===== src/rtl/cpu_clk_ctrl.sv =====
// cpu_clk_ctrl: divides clk_in into the 6502 phi2 clock with a programmable divisor,
// high-phase stretching and run/halt/single-step sequencing.
module cpu_clk_ctrl #(
    parameter int DIV_WIDTH   = 4,
    parameter int DEFAULT_DIV = 12,
    parameter int CNT_WIDTH   = 16
) (
    input  logic                 clk_in,
    input  logic                 reset,
    input  logic                 run,
    input  logic                 step_req,
    output logic                 step_ack,
    input  logic                 div_load,
    input  logic [DIV_WIDTH-1:0] div_value,
    input  logic                 stretch,
    output logic                 phi2,
    output logic                 phi2_rise,
    output logic                 phi2_fall,
    output logic                 halted,
    output logic [CNT_WIDTH-1:0] cycle_count
);
    typedef enum logic [1:0] {HALT, RUN, STEP} state_t;
    localparam logic [DIV_WIDTH-1:0] DEF = DIV_WIDTH'(DEFAULT_DIV);
    localparam logic [DIV_WIDTH-1:0] TWO = DIV_WIDTH'(2);
    localparam logic [DIV_WIDTH-1:0] ONE = DIV_WIDTH'(1);
    state_t               state_q;
    logic [DIV_WIDTH-1:0] cnt_q, cnt_d, div_q, pend_q, pend_d;
    logic [CNT_WIDTH-1:0] cyc_q;
    logic                 phi2_q, phi2_d, rise_q, fall_q, ack_q, halted_q;
    logic                 last, done;
    always_comb begin
        pend_d = div_load ? (div_value < TWO ? TWO : div_value) : pend_q;
        last   = cnt_q == div_q - ONE;
        done   = state_q != HALT && last && !stretch;
        // stretch only holds the final count; elsewhere the counter always advances
        cnt_d  = (state_q == HALT || done) ? '0 : last ? cnt_q : cnt_q + ONE;
        phi2_d = state_q != HALT && !done && cnt_d >= (div_q >> 1);
    end
    always_ff @(posedge clk_in or posedge reset) begin
        if (reset) begin
            state_q  <= HALT;
            cnt_q    <= '0;
            div_q    <= DEF;
            pend_q   <= DEF;
            cyc_q    <= '0;
            phi2_q   <= 1'b0;
            rise_q   <= 1'b0;
            fall_q   <= 1'b0;
            ack_q    <= 1'b0;
            halted_q <= 1'b1;
        end else begin
            pend_q <= pend_d;
            cnt_q  <= cnt_d;
            phi2_q <= phi2_d;
            rise_q <= phi2_d && !phi2_q;
            fall_q <= done;
            ack_q  <= done && state_q == STEP;
            if (done) cyc_q <= cyc_q + CNT_WIDTH'(1);
            // a new divisor only ever lands between cycles
            if (state_q == HALT || done) div_q <= pend_d;
            case (state_q)
                HALT: begin
                    if (run) begin
                        state_q  <= RUN;
                        halted_q <= 1'b0;
                    end else if (step_req) begin
                        state_q  <= STEP;
                        halted_q <= 1'b0;
                    end
                end
                RUN: begin
                    if (done && !run) begin
                        state_q  <= HALT;
                        halted_q <= 1'b1;
                    end
                end
                STEP: begin
                    if (done) begin
                        state_q  <= HALT;
                        halted_q <= 1'b1;
                    end
                end
                default: begin
                    state_q  <= HALT;
                    halted_q <= 1'b1;
                end
            endcase
        end
    end
    assign phi2        = phi2_q;
    assign phi2_rise   = rise_q;
    assign phi2_fall   = fall_q;
    assign step_ack    = ack_q;
    assign halted      = halted_q;
    assign cycle_count = cyc_q;
endmodule


===== config.mk =====
export PLATFORM = sky130hd
export DESIGN_NAME = cpu_clk_ctrl
export DESIGN_NICKNAME = d
export VERILOG_FILES = /design/src/rtl/cpu_clk_ctrl.sv
export SDC_FILE = /design/constraint.sdc
export NUM_CORES = 1
export LEC_CHECK = 0
export BUFFER_PORTS_ARGS = -buffer_cell sky130_fd_sc_hd__buf_2
export CAP_MARGIN = 5
export CORE_MARGIN = 4
export CORE_UTILIZATION = 55
export DETAILED_ROUTE_END_ITERATION = 16
export GPL_ROUTABILITY_DRIVEN = 0
export PLACE_DENSITY = 0.79
export REMOVE_ABC_BUFFERS = 1
export SETUP_SLACK_MARGIN = 0.3
export SLEW_MARGIN = 25
export SYNTH_ARGS = -nofsm -noshare
export SYNTH_HDL_FRONTEND = slang
export SYNTH_SLANG_ARGS = --single-unit

===== constraint.sdc =====
create_clock -name clk_in -period 7.05 [get_ports clk_in]
set_clock_uncertainty 0.2 [all_clocks]
set_input_delay 1.7625 -clock clk_in [delete_from_list [all_inputs] [get_ports clk_in]]
set_output_delay 1.7625 -clock clk_in [all_outputs]
set_load 0.05 [all_outputs]

# --- Word level (Yosys, flattened, before mapping) ---
# Cells that the tools add are included.
# Widths: inputs -> output; s select.
totals:
  register_bits: 35
  inputBits: 10
  word_cells: 50
op_classes:
  addsub: 3
  order_cmp: 2
  eq_ne: 6
  mux: 14
  n_reduce_logical: 15
ops:
  columns: ["operator", "count"]
  rows:
  - ["$add 16x1->16 const B", 1]
  - ["$mux 4", 4]
  - ["$mux 2", 4]
  - ["$logic_and 1x1->1", 7]
  - ["$pmux 2 s3", 1]
  - ["$add 4x1->4 const B", 1]
  - ["$eq 4x4->1", 1]
  - ["$ge 4x3->1", 1]
  - ["$logic_not 1->1", 4]
  - ["$lt 4x2->1 const B", 1]
  - ["$mux 1", 4]
  - ["$ne 2x2->1 const B", 2]
  - ["$sub 4x1->4 const B", 1]
  - ["$ne 3x3->1 const B", 1]
  - ["$pmux 1 s3", 1]
  - ["$reduce_and 3->1", 1]
  - ["$eq 2x1->1 const B", 1]
  - ["$eq 2x2->1 const B", 1]
  - ["$logic_not 2->1", 1]
  - ["$reduce_bool 2->1", 1]
  - ["$logic_or 1x1->1", 1]

# --- Longest topological paths before layout ---
# Gate-level depths: netlist of the first run.
logic_depth:
  depth_word: 9
  ltp_mapped: 14
  mapped_depth_nobuf: 12

# --- Worst setup path after synthesis of the first run ---
# Ideal clock, no wire load.
synth_path:
  path_type: "input to register"
  from: "input stretch"
  to: "register rise_q, in the netlist phi2_rise"
  setup_time_ps: 148
  t_arrival_ps: 3335
  required_ps: 6702
  setup_slack_ps: 3367
  cell_stages: 10
  n_path_buf: 2
  cell_sequence: "or3_1 -> buf_6 -> o21ai_4 -> buf_12 -> nand2b_1 -> ha_1 -> nand2b_1 -> a21o_1 -> a21oi_1 -> a211oi_1"
synth_between:
  elab_chain_len: 7
  word_cells_on_any_way: 9
synth_rtl:
  columns: ["item", "line_no", "rtl"]
  rows:
  - ["start, declared", "15", "input logic stretch,"]
  - ["$logic_not 1->1 (*)", "34", "done = state_q != HALT && last && !stretch;"]
  - ["$logic_and 1x1->1 (*)", "34", null]
  - ["$logic_or 1x1->1", "36", "cnt_d = (state_q == HALT || done) ? '0 : last ? cnt_q : cnt_q + ONE;"]
  - ["$mux 4", "36", null]
  - ["$ge 4x3->1", "37", "phi2_d = state_q != HALT && !done && cnt_d >= (div_q >> 1);"]
  - ["$logic_and 1x1->1 (*)", "37", null]
  - ["$logic_and 1x1->1 (*)", "55", "rise_q <= phi2_d && !phi2_q;"]
  - ["end signal, assigned", "55", null]
  - ["end, declared", "29", "logic phi2_q, phi2_d, rise_q, fall_q, ack_q, halted_q;"]
# Every way passes the cells marked *; elsewhere a longest branch is shown, timed or not.
# A chain may end at the register's enable or synchronous reset.

# --- Final worst setup path of the first run ---
layout_path:
  from: "input stretch"
  to: "register phi2_q, in the netlist phi2"
layout_between:
  elab_chain_len: 6
  word_cells_on_any_way: 8
layout_rtl:
  columns: ["item", "line_no", "rtl"]
  rows:
  - ["$logic_not 1->1 (*)", "34", null]
  - ["$logic_and 1x1->1 (*)", "34", null]
  - ["$logic_or 1x1->1", "36", null]
  - ["$mux 4", "36", null]
  - ["$ge 4x3->1", "37", null]
  - ["$logic_and 1x1->1 (*)", "37", null]
  - ["net phi2_d", "29", null]
  - ["end signal, assigned", "54", "phi2_q <= phi2_d;"]
  - ["end, declared", "29", null]
# The timed path passes the listed nets; every way through them passes the cells marked *.

==> qor.tcl, run 1 <==
set qor(maxClockFrequency_ghz) 0.2730
set qor(number_of_standard_cells_after_synthesis) 153
set qor(detailroute.wirelength.met3_um) 145
set qor(number_of_global_route_vias_before_repair) 1260
set qor(max-clock-path-buffers) 2
set qor(cpMaxStageDelayCell) {sky130_fd_sc_hd__or3_1}
set qor(netlist_top_cells_area) {sky130_fd_sc_hd__dfrtp_1, sky130_fd_sc_hd__dfstp_2, sky130_fd_sc_hd__xnor2_1}
set qor(worst-slew-pin-transition_ps) 535.8
set qor(min_period_ps) 3662
set qor(total_global_routing_track_utilization) 0.1715
set qor(setup.worst_path.start_class) {input pin}
set qor(path_cells) {buf_2 > or3_1 > o21ai_4 > nand2b_1 > ha_1 > nand2b_1 > a21o_1 > a21oi_1 > a21oi_1}
set qor(setup_tns_ps) 0
set qor(drt_first_pass_iters) 4
set qor(power_density_nw_per_um2) 444.2
set qor(port_buffers) 30
set qor(outcome) {completed}
set qor(final_layout_size_suffix_gt1_frac) 0.2872
set qor(synth-edff-count) 0
set qor(area_of_the_mapped_netlist_um2) 1758
set qor(detail-route-antenna-nets) 0
set qor(ios) 31
set qor(synthesis.yosys.warnings) 0
set qor(detail_route.wirelength.met1_um) 1324
set qor(grt_pass1_wl_um) 5554
set qor(peakVddDrop_mv) 0.2450
set qor(hold_ws_ps) 224.3
set qor(slew_headroom) 0.6401
set qor(top_cell_type_by_total_area_after_synthesis) {sky130_fd_sc_hd__dfrtp_1}
set qor(post_synth_num_cell_types) 38
set qor(detail_route.vias_per_cell) 5.177
set qor(route.final.wire_length_um) 3097
set qor(area_of_the_die_um2) 4165
set qor(drc) 0
set qor(antenna_cells) 0
set qor(worstRegToRegCells) 12
set qor(top_signal_layer_used) {met3}
set qor(synthFlopType) {sky130_fd_sc_hd__dfrtp_1}
set qor(critical_path.max_stage_delay_ps) 550
set qor(synth.avg_cell_area_um2) 11.49
set qor(whs_path_depth) 1
set qor(routed-wl-met2_um) 1626
set qor(rsz0062_at_grt) {false}
set qor(postCtsResizedCells) 0
set qor(grt_antenna_before_repair) 0
set qor(hpwlAfterDp_um) 2337
set qor(critical_path.endpoint_type) {flop}
set qor(postSynthRegisterBits) 35
set qor(clkLatencyLatePin_ps) 320
set qor(synthToLayoutAreaGrowth_pct) 12.67
set qor(floorplan.die.height_um) 64.54
set qor(num-fill-cells) 259
set qor(synth_top_area_frac) 0.4270
set qor(worst_hold_path_type) {flop to flop}
set qor(path_class) {input pin to flop}
set qor(grt_max_degree) 36
set qor(floorplan.rows) 20
set qor(post_cts_hold_buffer_count) 0
set qor(synthMostInstantiatedCell) {sky130_fd_sc_hd__dfrtp_1}
set qor(final_net_count) 203
set qor(crit_path_max_fanout) 11
set qor(ctsHtreeMaxLevel) 2
set qor(report.final.slew_viol_count) 0
set qor(avgRoutedWirePerCell_um) 13.35
set qor(grt.overflow.total) 0
set qor(leakage_nw) 0.9595
set qor(synth.yosys.seq_area_share) 0.5018
set qor(drt-initial-drc-count) 92
set qor(initial_standard_cell_utilization_of_the_core) 0.5758
set qor(clock_tree_from_tritoncts) {built}
set qor(maxCapViolCount) 0
set qor(num_vias) 1201
set qor(pnr_total_power_mw) 0.8798
set qor(final.period_utilization) 0.5195
set qor(number_of_endpoints_with_negative_hold_slack_in_the_final_report) 0
set qor(clkSlewWorstSetupHoldPaths_ps) 90
set qor(horizontal_die_dimension_um) 64.54
set qor(core_area_um2) 3053
set qor(cp_data_required_time_ps) 7050
set qor(root_buffer) {sky130_fd_sc_hd__clkbuf_4}
set qor(setup-violations-final) 0
set qor(cts.sink_count) 35
set qor(post-cts-setup-buffers) 0
set qor(timing.critical_path.arrival_ps) 3660
set qor(cts-buffers-inserted) 5
set qor(postSynth.asyncResetShare) 1.000
set qor(synth_commonest_cells) {sky130_fd_sc_hd__dfrtp_1, sky130_fd_sc_hd__nor2_1, sky130_fd_sc_hd__xnor2_1}
## final timing paths
kind / startpoint / endpoint / slack, ps
max: stretch / phi2 / 3390
min: phi2 / phi2_rise / 220
max reg2reg: div_q[0] / phi2 / 3590
min reg2reg: phi2 / phi2_rise / 220
max in group asynchronous: reset / halted / 4990
min in group asynchronous: reset / cycle_count[15] / 1310
## worst max-delay path: cells and delay by family
kind / cells / cell delay [ps]
AO/OA/AOI/OAI: 4 / 690
adder cells (fa/ha/maj): 1 / 220
buffers and inverters: 1 / 130
AND/OR/NAND/NOR: 3 / 850
## registers in the layout, indices dropped and copies added, names as in the netlist
signal	count
phi2_fall	1
cycle_count	16
halted	1
state_q	2
phi2_rise	1
phi2	1
div_q	4
pend_q	4
step_ack	1
cnt_q	4
## cell usage in the layout (no fill, tap or decap), drive strengths merged
| cell type | netlist | layout |
|---|---|---|
| a211oi | 1 | 1 |
| nor3 | 4 | 4 |
| buf | 2 | 31 |
| inv | 9 | 9 |
| nand4 | 4 | 4 |
| ha | 6 | 6 |
| o211a | 1 | 1 |
| a21oi | 5 | 5 |
| xor3 | 1 | 1 |
| nor2 | 16 | 16 |
| o21ai | 4 | 4 |
| o311ai | 3 | 3 |
| a21o | 2 | 2 |
| nor2b | 1 | 1 |
| clkbuf | 2 | 8 |
| mux2i | 1 | 1 |
| dfstp | 5 | 5 |
| xor2 | 8 | 8 |
| and3 | 3 | 3 |
| nor4 | 1 | 1 |
| mux2 | 7 | 7 |
| nand2 | 5 | 5 |
| nand3 | 8 | 8 |
| dfrtp | 30 | 30 |
| or3 | 2 | 2 |
| o31ai | 1 | 1 |
| a31oi | 1 | 1 |
| or4 | 1 | 1 |
| or2 | 1 | 1 |
| a22oi | 1 | 1 |
| nand2b | 2 | 2 |
| xnor2 | 15 | 15 |
## cell type report
type	count	area [um^2]	area share
clock buffers	8	48.80	0.02464
inverters	9	33.78	0.01706
multi-input cells	105	803.3	0.4056
flip-flops and latches	35	882.1	0.4454
well taps	44	55.05	0.02780
repair buffers	31	157.7	0.07960
## kinds of logic after synthesis
group,count (synthesis),synth area share
compound gates,19,0.07759
xor+xnor,24,0.1281
fa+ha+maj,6,0.04270
buf+inv,13,0.04128
flops,35,0.5018
mux,8,0.05694
simple gates,48,0.1516
## where the power goes
| part | internal, mW | switching [mW] | total, mW | leakage [nW] |
|---|---|---|---|---|
| combinational | 0.190 | 0.270 | 0.460 | 0.497 |
| sequential | 0.262 | 0.0588 | 0.321 | 0.436 |
| clock | 0.0397 | 0.0589 | 0.0987 | 0.0265 |
## metal layers
layer,vias to the layer above,global-route usage
li1,597,-
met3,0,0.05373
met4,0,0.04485
met1,579,0.2081
met2,25,0.2951
met5,-,0
## metrics by stage
step           area [um^2]  setup WS (ps)    util  cells
2_1_floorplan         1719           3348       -    149
3_3_place_gp          1932           3135  0.6328    224
3_5_place_dp          1932           3049  0.6328    224
4_1_cts               1981           3403  0.6488    232
5_1_grt               1981           3260  0.6488    232
6_report              1981           3388  0.6488    232
Power figures use the tool's default switching activity.
==> run 2: changes to the inputs <==
ABC_AREA = 1   (was unset)
PLACE_DENSITY = 0.78   (was 0.79)
clock period = 3.5 ns   (was 7.05 ns; I/O delays follow)
==> qor.tcl, run 2 <==
set qor(power_density_nw_per_um2) 826.2 ;# was 444.2 nW/um^2
set qor(finalInstanceArea_um2) 2148 ;# was 1981 um^2
set qor(crit_path_max_fanout) 17 ;# was 11
set qor(postSynth.asyncResetShare) 1.000 ;# unchanged
set qor(grt_pass1_wl_um) 6292 ;# was 5554 um
set qor(dp.cells) 299 ;# was 224
set qor(drc) 0 ;# unchanged
set qor(postSynthRegisterBits) 35 ;# unchanged
set qor(horizontal_die_dimension_um) 66.71 ;# was 64.54 um
set qor(area_of_the_mapped_netlist_um2) 1896 ;# was 1758 um^2
set qor(floorplan.die.height_um) 66.71 ;# was 64.54 um
set qor(maxCapViolCount) 0 ;# unchanged
set qor(timing.critical_path.arrival_ps) 3000 ;# was 3660 ps
set qor(hpwlAfterDp_um) 2886 ;# was 2337 um
set qor(cts-buffers-inserted) 5 ;# unchanged
set qor(number_of_standard_cells_in_the_layout_taps_in_and_fillers_out) 307 ;# was 232
set qor(synthMostInstantiatedCell) {sky130_fd_sc_hd__nand2_1} ;# was sky130_fd_sc_hd__dfrtp_1
set qor(layout_common_cells) {sky130_fd_sc_hd__nand2_1, sky130_fd_sc_hd__dfrtp_1, sky130_fd_sc_hd__buf_2} ;# was sky130_fd_sc_hd__dfrtp_1, sky130_fd_sc_hd__buf_2, sky130_fd_sc_hd__nor2_1, sky130_fd_sc_hd__xnor2_1, sky130_fd_sc_hd__inv_1
set qor(post_synth_num_cell_types) 29 ;# was 38
set qor(ctsHtreeMaxLevel) 2 ;# unchanged
set qor(grt_max_degree) 36 ;# unchanged
set qor(synth.yosys.seq_area_share) 0.4653 ;# was 0.5018
set qor(report.final.slew_viol_count) 0 ;# unchanged
set qor(drt-initial-drc-count) 55 ;# was 92
set qor(top_cell_type_by_total_area_after_synthesis) {sky130_fd_sc_hd__dfrtp_1} ;# unchanged
set qor(route.final.wire_length_um) 3701 ;# was 3097 um
set qor(clkSlewWorstSetupHoldPaths_ps) 110 ;# was 90 ps
set qor(port_buffers) 30 ;# unchanged
set qor(critical_path.endpoint_type) {flop} ;# unchanged
set qor(hold_ws_ps) 239.6 ;# was 224.3 ps
set qor(root_buffer) {sky130_fd_sc_hd__clkbuf_4} ;# unchanged
set qor(synth_top_area_frac) 0.3960 ;# was 0.4270
set qor(netlist_top_cells_area) {sky130_fd_sc_hd__dfrtp_1, sky130_fd_sc_hd__nand2_1, sky130_fd_sc_hd__dfstp_2} ;# was sky130_fd_sc_hd__dfrtp_1, sky130_fd_sc_hd__dfstp_2, sky130_fd_sc_hd__xnor2_1
set qor(clock_tree_from_tritoncts) {built} ;# unchanged
set qor(avgRoutedWirePerCell_um) 12.06 ;# was 13.35 um
set qor(pnr_total_power_mw) 1.775 ;# was 0.8798 mW
set qor(worst-slew-pin-transition_ps) 433.6 ;# was 535.8 ps
set qor(final_core_utilization) 0.6438 ;# was 0.6488
set qor(dpl_cell_area_um2) 2088 ;# was 1932 um^2
set qor(worst_hold_path_type) {flop to flop} ;# unchanged
set qor(setup_ws_ps) 542.4 ;# was 3388 ps
set qor(slew_headroom) 0.7109 ;# was 0.6401
set qor(final_layout_size_suffix_gt1_frac) 0.2375 ;# was 0.2872
set qor(grt_antenna_before_repair) 0 ;# unchanged
set qor(floorplan.rows) 21 ;# was 20
set qor(peakVddDrop_mv) 0.3475 ;# was 0.2450 mV
set qor(number_of_standard_cells_after_synthesis) 224 ;# was 153
set qor(largest_reg_flops) 16 ;# unchanged
set qor(cts.sink_count) 35 ;# unchanged
set qor(drt_first_pass_iters) 4 ;# unchanged
set qor(post_cts_hold_buffer_count) 0 ;# unchanged
set qor(path_class) {flop to flop} ;# was input pin to flop
set qor(post-cts-setup-buffers) 0 ;# unchanged
set qor(num_vias) 1524 ;# was 1201
set qor(max-clock-path-buffers) 2 ;# unchanged
set qor(outcome) {completed} ;# unchanged
set qor(leakage_nw) 1.113 ;# was 0.9595 nW
set qor(final_net_count) 276 ;# was 203
set qor(synthFlopType) {sky130_fd_sc_hd__dfrtp_1} ;# unchanged
set qor(core_area_um2) 3337 ;# was 3053 um^2
set qor(ios) 31 ;# unchanged
set qor(most_frequent_standard_cell_in_the_layout_excluding_fill_and_tap_cells) {sky130_fd_sc_hd__nand2_1}
set qor(grt.overflow.total) 0 ;# unchanged
set qor(detail_route.vias_per_cell) 4.964 ;# was 5.177
set qor(clkLatencyLatePin_ps) 340 ;# was 320 ps
set qor(initial_standard_cell_utilization_of_the_core) 0.5681 ;# was 0.5758
set qor(cp_data_required_time_ps) 3540 ;# was 7050 ps
set qor(setup-violations-final) 0 ;# unchanged
set qor(pre_cts_slack_ps) 452.7 ;# was 3049 ps
set qor(postCtsResizedCells) 0 ;# unchanged
set qor(final.period_utilization) 0.8450
set qor(number_of_global_route_vias_before_repair) 1477 ;# was 1260
set qor(worstRegToRegCells) 14 ;# was 12
set qor(synth.avg_cell_area_um2) 8.462 ;# was 11.49 um^2
set qor(detail-route-antenna-nets) 0 ;# unchanged
set qor(setup.worst_path.start_class) {flop} ;# was input pin
set qor(rsz0062_at_grt) {false} ;# unchanged
set qor(min_period_ps) 2958
set qor(synth-edff-count) 0 ;# unchanged
set qor(whs_path_depth) 1 ;# unchanged
set qor(synth_commonest_cells) {sky130_fd_sc_hd__nand2_1, sky130_fd_sc_hd__dfrtp_1, sky130_fd_sc_hd__inv_1} ;# was sky130_fd_sc_hd__dfrtp_1, sky130_fd_sc_hd__nor2_1, sky130_fd_sc_hd__xnor2_1
set qor(maxClockFrequency_ghz) 0.3381
set qor(synthToLayoutAreaGrowth_pct) 13.33 ;# was 12.67%
set qor(number_of_endpoints_with_negative_hold_slack_in_the_final_report) 0 ;# unchanged
set qor(total_global_routing_track_utilization) 0.1915 ;# was 0.1715
set qor(synthesis.yosys.warnings) 0 ;# unchanged
set qor(setup_tns_ps) 0 ;# unchanged
set qor(antenna_cells) 0 ;# unchanged
set qor(area_of_the_die_um2) 4450 ;# was 4165 um^2
## run 2: changes by cell type after synthesis, sizes merged, moves of 3 or more
cell and delta:
mux2 -7, nor2 +5, xnor2 -9, nand2 +58, o311ai -3, and3 -3, inv +24, nand3 +4
o21ai +12, nor3 +5
## run 2: power by group
part           internal (mW)  leakage, nW  switching, mW  total [mW]
registers              0.530        0.436         0.0959       0.626
logic                  0.277        0.641          0.643       0.920
clock network         0.0974       0.0353          0.132       0.229
total                  0.904         1.11          0.871        1.77
## run 2: per-layer routing
metal | wire, um | global-route usage | vias to the layer above
met1 | 1656 | 0.2280 | 706
met4 | 36 | 0.07107 | 0
met3 | 183 | 0.05734 | 4
li1 | - | - | 781
met5 | 0 | 0 | -
met2 | 1825 | 0.3243 | 33
## run 2: final cells by class
class	count	area [um^2]
Multi-Input combinational cell	154	867.1
Fill cell	312	1189
Sequential cell	35	882.1
Clock inverter	1	5.005
Inverter	33	123.9
Timing Repair Buffer	31	157.7
Tap cell	46	57.56
Clock buffer	7	55.05
## run 2: path summary, 6_finish.rpt
path / start / endpoint / slack, ps
worst max-delay path: div_q[0] / phi2 / 540
worst min-delay path: phi2 / phi2_rise / 240
worst max register to register: div_q[0] / phi2 / 540
worst min register to register: phi2 / phi2_rise / 240
max in group asynchronous: reset / pend_q[3] / 2340
min in group asynchronous: reset / cycle_count[0] / 400
## run 2: cells by family after synthesis
group	share of synthesized area
flops	0.4653
fa+ha+maj	0.03960
compound gates	0.06865
simple gates	0.2799
xor+xnor	0.06931
buf+inv	0.07723
## run 2: worst max-delay path, cell delays in order, from the launching register on
cell and delay, ps:
sky130_fd_sc_hd__dfrtp_1 400, sky130_fd_sc_hd__inv_2 70, sky130_fd_sc_hd__ha_1 310, sky130_fd_sc_hd__or2_1 220, sky130_fd_sc_hd__nand3_2 120, sky130_fd_sc_hd__nor2_8 60, sky130_fd_sc_hd__nand3_4 200, sky130_fd_sc_hd__nand2_4 140
sky130_fd_sc_hd__inv_2 90, sky130_fd_sc_hd__nand3_1 90, sky130_fd_sc_hd__ha_1 300, sky130_fd_sc_hd__o21ai_0 200, sky130_fd_sc_hd__a21boi_0 140, sky130_fd_sc_hd__o211ai_2 210, sky130_fd_sc_hd__nand2_1 70
